### src/rtl/pipe_pkg.sv
// -----------------------------------------------------------------------------
// pipe_pkg
//   Shared definitions for the pipe_skid_reg32 skid buffer.
//   - WIDTH_DEFAULT : default payload width in bits
//   - state_e       : occupancy state encoding (EMPTY / ONE / FULL)
// -----------------------------------------------------------------------------
package pipe_pkg;

    localparam int WIDTH_DEFAULT = 32;

    // Number of words held: EMPTY = none, ONE = main only, FULL = main + skid.
    typedef enum logic [1:0] {
        ST_EMPTY = 2'd0,
        ST_ONE   = 2'd1,
        ST_FULL  = 2'd2
    } state_e;

endpackage

### src/rtl/pipe_skid_reg32.sv
// -----------------------------------------------------------------------------
// pipe_skid_reg32
//   Two-entry skid buffer: a main register that drives out_data directly and
//   a skid register that catches the word accepted in the cycle the
//   downstream stalls. in_ready is decoded from registered state only, so
//   there is no combinational path from out_ready to in_ready.
//
//   Optional feature: define PIPE_SKID_FLUSH_EN to add the flush port, which
//   empties the buffer and drops any word offered in the same cycle.
//
//   Handshake: a word moves on a channel in a cycle where valid and ready
//   are both 1 at the rising clock edge; valid must not depend on ready, and
//   a producer holding valid=1 keeps its data stable until the transfer.
//
// Ports
//   clk        in   clock, all state updates on the rising edge
//   rst        in   asynchronous active-low reset
//   in_valid   in   upstream offers in_data
//   in_ready   out  block can accept a word this cycle
//   in_data    in   upstream payload [WIDTH-1:0]
//   out_valid  out  out_data holds a valid word
//   out_ready  in   downstream consumes out_data this cycle
//   out_data   out  downstream payload [WIDTH-1:0], from the main register
//   flush      in   discard all held words (PIPE_SKID_FLUSH_EN only)
//   dbg_state  out  current occupancy state, for observation only
// -----------------------------------------------------------------------------
module pipe_skid_reg32
    import pipe_pkg::*;
#(
    parameter int WIDTH = WIDTH_DEFAULT
) (
    input  logic             clk,
    input  logic             rst,
    input  logic             in_valid,
    output logic             in_ready,
    input  logic [WIDTH-1:0] in_data,
    output logic             out_valid,
    input  logic             out_ready,
    output logic [WIDTH-1:0] out_data,
`ifdef PIPE_SKID_FLUSH_EN
    input  logic             flush,
`endif
    output logic [1:0]       dbg_state
);

    state_e           state_q, state_d;
    logic [WIDTH-1:0] main_q, main_d;
    logic [WIDTH-1:0] skid_q, skid_d;
    logic             in_fire;
    logic             out_fire;

    assign in_ready  = (state_q != ST_FULL);
    assign out_valid = (state_q == ST_ONE) || (state_q == ST_FULL);
    assign out_data  = main_q;
    assign dbg_state = state_q;

    assign in_fire  = in_valid & in_ready;
    assign out_fire = out_valid & out_ready;

    always_comb begin
        state_d = state_q;
        main_d  = main_q;
        skid_d  = skid_q;
        case (state_q)
            ST_EMPTY: begin
                if (in_fire) begin
                    main_d  = in_data;
                    state_d = ST_ONE;
                end
            end
            ST_ONE: begin
                if (in_fire && out_fire) begin
                    main_d = in_data;
                end else if (in_fire) begin
                    skid_d  = in_data;
                    state_d = ST_FULL;
                end else if (out_fire) begin
                    // main keeps its stale value; out_valid masks it.
                    state_d = ST_EMPTY;
                end
            end
            ST_FULL: begin
                // in_ready is 0 here, so only the drain side can move.
                if (out_fire) begin
                    main_d  = skid_q;
                    state_d = ST_ONE;
                end
            end
            default: begin
                state_d = ST_EMPTY;
            end
        endcase
`ifdef PIPE_SKID_FLUSH_EN
        // Flush wins over every transition; the data registers are left
        // untouched because an EMPTY state makes their contents invisible.
        if (flush) begin
            state_d = ST_EMPTY;
            main_d  = main_q;
            skid_d  = skid_q;
        end
`endif
    end

    always_ff @(posedge clk or negedge rst) begin
        if (!rst) begin
            state_q <= ST_EMPTY;
            main_q  <= '0;
            skid_q  <= '0;
        end else begin
            state_q <= state_d;
            main_q  <= main_d;
            skid_q  <= skid_d;
        end
    end

endmodule

### config.mk
export PLATFORM = sky130hd
export DESIGN_NAME = pipe_skid_reg32
export DESIGN_NICKNAME = d
export VERILOG_FILES = /design/src/rtl/pipe_pkg.sv /design/src/rtl/pipe_skid_reg32.sv
export SDC_FILE = /design/constraint.sdc
export NUM_CORES = 1
export LEC_CHECK = 0
export BUFFER_PORTS_ARGS = -buffer_cell sky130_fd_sc_hd__buf_2
export CAP_MARGIN = 20
export CORE_UTILIZATION = 55
export CTS_CLUSTER_DIAMETER = 80
export DETAILED_ROUTE_END_ITERATION = 16
export GPL_ROUTABILITY_DRIVEN = 0
export PLACE_DENSITY = 0.89
export SYNTH_ARGS = -nofsm -noshare
export SYNTH_HDL_FRONTEND = slang
export SYNTH_SLANG_ARGS = --single-unit
export TNS_END_PERCENT = 1
### constraint.sdc
create_clock -name clk -period 4.8 [get_ports clk]
set_input_delay 0.24 -clock clk [delete_from_list [all_inputs] [get_ports clk]]
set_output_delay 0.24 -clock clk [all_outputs]
set_load 0.05 [all_outputs]
Yosys cells after proc, flatten, opt, wreduce, memory -nomap -nowiden
Cells that the tools add are included.
Widths: inputs -> output; s select.
- flip-flop bits (word level): 66
- bits of input ports: 36
- output and inout port bits: 36
- equality and inequality tests: 8
- multiplexer cells: 10
- bitwise gates (word level): 3
- reduce and logical (&&, ||, !) cells: 7
- operators by type and width (cell ; count):
    $mux 32 ; 3
    $pmux 32 s3 ; 1
    $mux 2 ; 5
    $ne 2x2->1 const B ; 4
    $reduce_and 4->1 ; 2
    $pmux 2 s3 ; 1
    $ne 3x3->1 const B ; 1
    $reduce_and 3->1 ; 1
    $reduce_bool 3->1 ; 1
    $and 1x1->1 ; 2
    $eq 2x1->1 const B ; 1
    $eq 2x2->1 const B ; 1
    $logic_not 2->1 ; 1
    $ne 2x1->1 const B ; 1
    $logic_and 1x1->1 ; 1
    $logic_or 1x1->1 ; 1
    $not 1->1 ; 1

Depth between registers and ports, before layout
- depth in word-level cells: 7
- gate-level depth with buffers: 8
- mapped depth without buffers: 6

Worst setup path before layout
No wires, ideal clock.
- path type: reg2reg
- start point: reg state_q[0] (netlist: dbg_state[0])
- end point: reg skid_q[30]
- arrival time: 2393 ps
- required time: 4673 ps
- path slack: 2279 ps
- cell stages (with the launch flop): 8
- path buffers: 2
- clock period less this slack: 2521 ps
- cells stage by stage: dfrtp_1 > inv_1 > ha_1 > nand2_1 > and3_1 > buf_4 > buf_6 > mux2_1
- word-level cells in the longest chain between the ends: 6
- RTL lines (what ; line ; source):
    start: declaration ; pipe_skid_reg32.sv:46 ; state_e state_q, state_d;
    start signal: assignment ; pipe_skid_reg32.sv:110 ; state_q <= state_d;
    $eq 2x1->1 / $eq 2x2->1 (equally long branches) ; pipe_skid_reg32.sv:53 ; assign out_valid = (state_q == ST_ONE) || (state_q == ST_FULL);
    $logic_or 1x1->1 * ; pipe_skid_reg32.sv:53 ;
    net out_valid ; pipe_skid_reg32.sv:37 ; output logic out_valid,
    $and 1x1->1 * ; pipe_skid_reg32.sv:58 ; assign out_fire = out_valid & out_ready;
    $logic_and 1x1->1 * ; pipe_skid_reg32.sv:72 ; if (in_fire && out_fire) begin
    $not 1->1 (no line) * ; -- ;
    $reduce_and 3->1 (no line) * ; -- ;
    end signal: assignment ; pipe_skid_reg32.sv:112 ; skid_q <= skid_d;
    end: declaration ; pipe_skid_reg32.sv:48 ; logic [WIDTH-1:0] skid_q, skid_d;
Mark *: on every way through the listed nets, which the timed path passes. The rest lies on a longest branch.
A chain may end at the register's enable or synchronous reset.

Worst setup path in the final report
- start point: reg state_q[0] (netlist: dbg_state[0])
- end point: reg skid_q[24]
- word-level cells in the longest chain between the ends: 6
- RTL lines (what ; line):
    $eq 2x1->1 / $eq 2x2->1 (equally long branches) ; pipe_skid_reg32.sv:53, pipe_skid_reg32.sv:64
    $logic_or 1x1->1 ; pipe_skid_reg32.sv:53
    $and 1x1->1 ; pipe_skid_reg32.sv:58
    $logic_and 1x1->1 ; pipe_skid_reg32.sv:72
    $not 1->1 (no line) ; --
    $reduce_and 3->1 (no line) * ; --
Mark *: on every way between the ends. The rest lies on a longest branch, timed or not.

==> key figures <==
CTS
  – Clk root buf: clkbuf_8
  – CTS tree: yes
  – Sink Count: 66
  – Total setup buffers inserted after CTS: 0
  – Post-CTS sizing: 0
  – CTS Hold Bufs: 0
  – Htree depth: 3
  – Clock slew at reported path FFs: roughly 0.070 ns
  – Worst skew pair latency: between 0.3 and 0.4 ns
  – Cts bufs inserted: 9
  – Clock Tree Buf Depth: 2

STA
  – Number of setup violations in the final report: 0
  – RSZ-0062 raised after global routing: false
  – Fmax: between 300 and 400 MHz
  – Slew of the pin with the lowest slew margin: a little over 0.8 ns
  – Fin crit period: about 2.7 ns
  – Crit share post-route: between 50 and 60%
  – Hold Violations, Final: 0
  – Setup_tns: 0 ns
  – Slew Limit Fails: 0
  – Clock Skew: 0.00916 ns
  – Slew HR: around 45%

Logic synthesis
  – Largest family of logic cells by synthesized area: multiplexers
  – Syn_nets: between 200 and 300
  – Cells after synthesis: 240
  – Synth warnings: 0
  – Mapped Avg Cell Area: around 13 sq um
  – Top-area cell type share of the netlist area: around 54%
  – Yosys cell types: 24
  – Synth area leaders: dfrtp_1 (54%), mux2_2 (11%), mux2i_1 (11%)
  – #FFs+latches synth: between 60 and 70
  – Synth Area in Compound Gates: between 10% and 20%
  – Yosys top cell by area: dfrtp_1
  – Post-Syn Area: between 3000 and 4000 sq um
  – Adder-cell share of the synthesized area: 2.05%
  – Seq/Total Area, Yosys: between 50% and 60%
  – Synth Area in XOR/XNOR: 0.287%
  – Simple-gate share of the synthesized area: around 1.7%
  – Mux cell area share after synthesis: roughly 22%

Die
  – Core area: between 5000 and 6000 sq um
  – Die area: about 6000 sq um
  – Io pins: about 70
  – Starting Density: roughly three fifths
  – Chip Width: 76.4 um
  – Die Height: between 70 and 80 um
  – Core Rows: 26

Drt
  – DRT iter0 DRCs: around 190
  – Antenna-violating nets left: 0
  – DRC: 0
  – WL/cell: 16.6 um
  – Drt via density: about 5.7
  – Total number of vias: 2169
  – WL final: 6320 um
  – DRT Pass-1 Iters: 4

Critical path
  – CP Launch Type: register
  – Worst setup EP type: register
  – Critical path class: register to register
  – Crit-path cells: inv_1 -> ha_2 -> nor2b_1 -> and3_1 -> buf_4 -> mux2_2
  – Largest stage delay on the critical path: ~0.65 ns
  – WP data arrival: approximately 2.9 ns
  – Worst Path Max Fanout: 19
  – Worst EP required: roughly 5 ns
  – Slowest CP cell: and3_1
  – Crit path buf inv count: 2
  – Worst path top cell family by delay: simple AND/OR/NAND/NOR gates

Layout
  – Layout cell share with drive strength beyond 1: approximately two fifths
  – Commonest cells after routing, fill and taps aside: buf_2 (71), dfrtp_1 (66), a21oi_1 (34), mux2i_1 (32), a31oi_1 (32)
  – Most common cell after layout, fill and taps aside: buf_2
  – Antenna cell count: 0
  – Final net count: between 300 and 400
  – FILL cells: between 400 and 500
  – P&R area growth vs syn: 17.1%

GRT
  – Pin count of the biggest net entering global routing: between 60 and 70
  – Number of global-route vias before repair: about 2200
  – First-pass GRT wire length: ~10000 um
  – Grt total ovfl: 0
  – Total track usage: about a quarter
  – Initial antenna violation count: 0

Worst hold path
  – Worst hold path class: primary input to async pin

Job
  – Max cap viols: 0

Placed design
  – Post-DP HPWL: 4150 um
  – Port buffer count: 71

Run status
  – Status: finished clean
[layer usage]
layer	global-route usage [%]	part of all wire [%]	wire (um)
met3	7.43	5.4	339
met1	28.7	43	2690
met4	10.6	1.8	113
met5	0	0	0
met2	37.5	50	3170
[final timing paths]
kind / from / to / slack (ns) / cells past startpoint
hold reg to reg: skid_q[30] / skid_q[30] / 0.50 / 1
setup reg to reg: dbg_state[0] / skid_q[24] / 2.10 / 6
hold / removal: rst / out_data[25] / 0.08 / 2
max in group asynchronous: rst / skid_q[19] / 4.19 / 2
min in group clk: in_data[30] / skid_q[30] / 0.13 / 2
setup / recovery: dbg_state[0] / skid_q[24] / 2.10 / 6
[through the flow]
step	hold slack, ns	worst slack (ns)	cell area (sq um)	std cells	util (%)
detailed placement	0.465	2.13	3400	366	64.9
global route	0.127	1.94	3570	381	68.2
floorplan	-0.0556	2.28	3050	240	-
CTS	0.0891	2.14	3570	381	68.2
finish	0.0778	2.10	3570	381	68.2
global placement	0.456	2.28	3400	366	64.9
[cells in the mapped netlist]
master and n:
o21ai_0 1, inv_1 6, a21oi_1 34, a21oi_4 1, mux2i_1 32, a22o_1 1, o22ai_2 1, mux2_1 1
buf_4 2, and3_1 1, dfrtp_1 66, mux2_2 31, nand2_1 1, nand4b_4 1, a211oi_1 1, nand2b_1 1
a31oi_1 32, buf_2 9, ha_1 5, a221o_1 1, buf_6 6, nor2b_1 2, xor2_1 1, clkbuf_1 3
[state kept, by name, indices dropped and copies added (netlist names)]
signal     count
dbg_state      2
skid_q        32
out_data      32
[area by class of cell]
class / count / area, sq um / share of cell area [%]
well taps: 70 / 87.6 / 2.45
inverters: 6 / 22.5 / 0.631
repair buffers: 76 / 393 / 11.0
multi-input cells: 148 / 1240 / 34.9
clock buffers: 12 / 155 / 4.35
clock inverters: 3 / 15.0 / 0.421
flip-flops and latches: 66 / 1650 / 46.3
[worst register-to-register path: cells and delay by family, from the launching register on]
family,cells,cell delay [ns]
adder cells (fa/ha/maj),1,0.39
buffers and inverters,2,0.50
flip-flops,1,0.43
multiplexers,1,0.38
AND/OR/NAND/NOR,2,0.87
[cells by family after synthesis]
family	Yosys count
AOI/OAI and AO/OA	72
DFF	66
muxes	64
buffers and inverters	26
and+or+nand+nor	6
adders and majority gates	5
xor gates and xnor gates	1
Power is not shown: default switching activity piles up to over one toggle a cycle in this logic, so the estimate is an artifact.
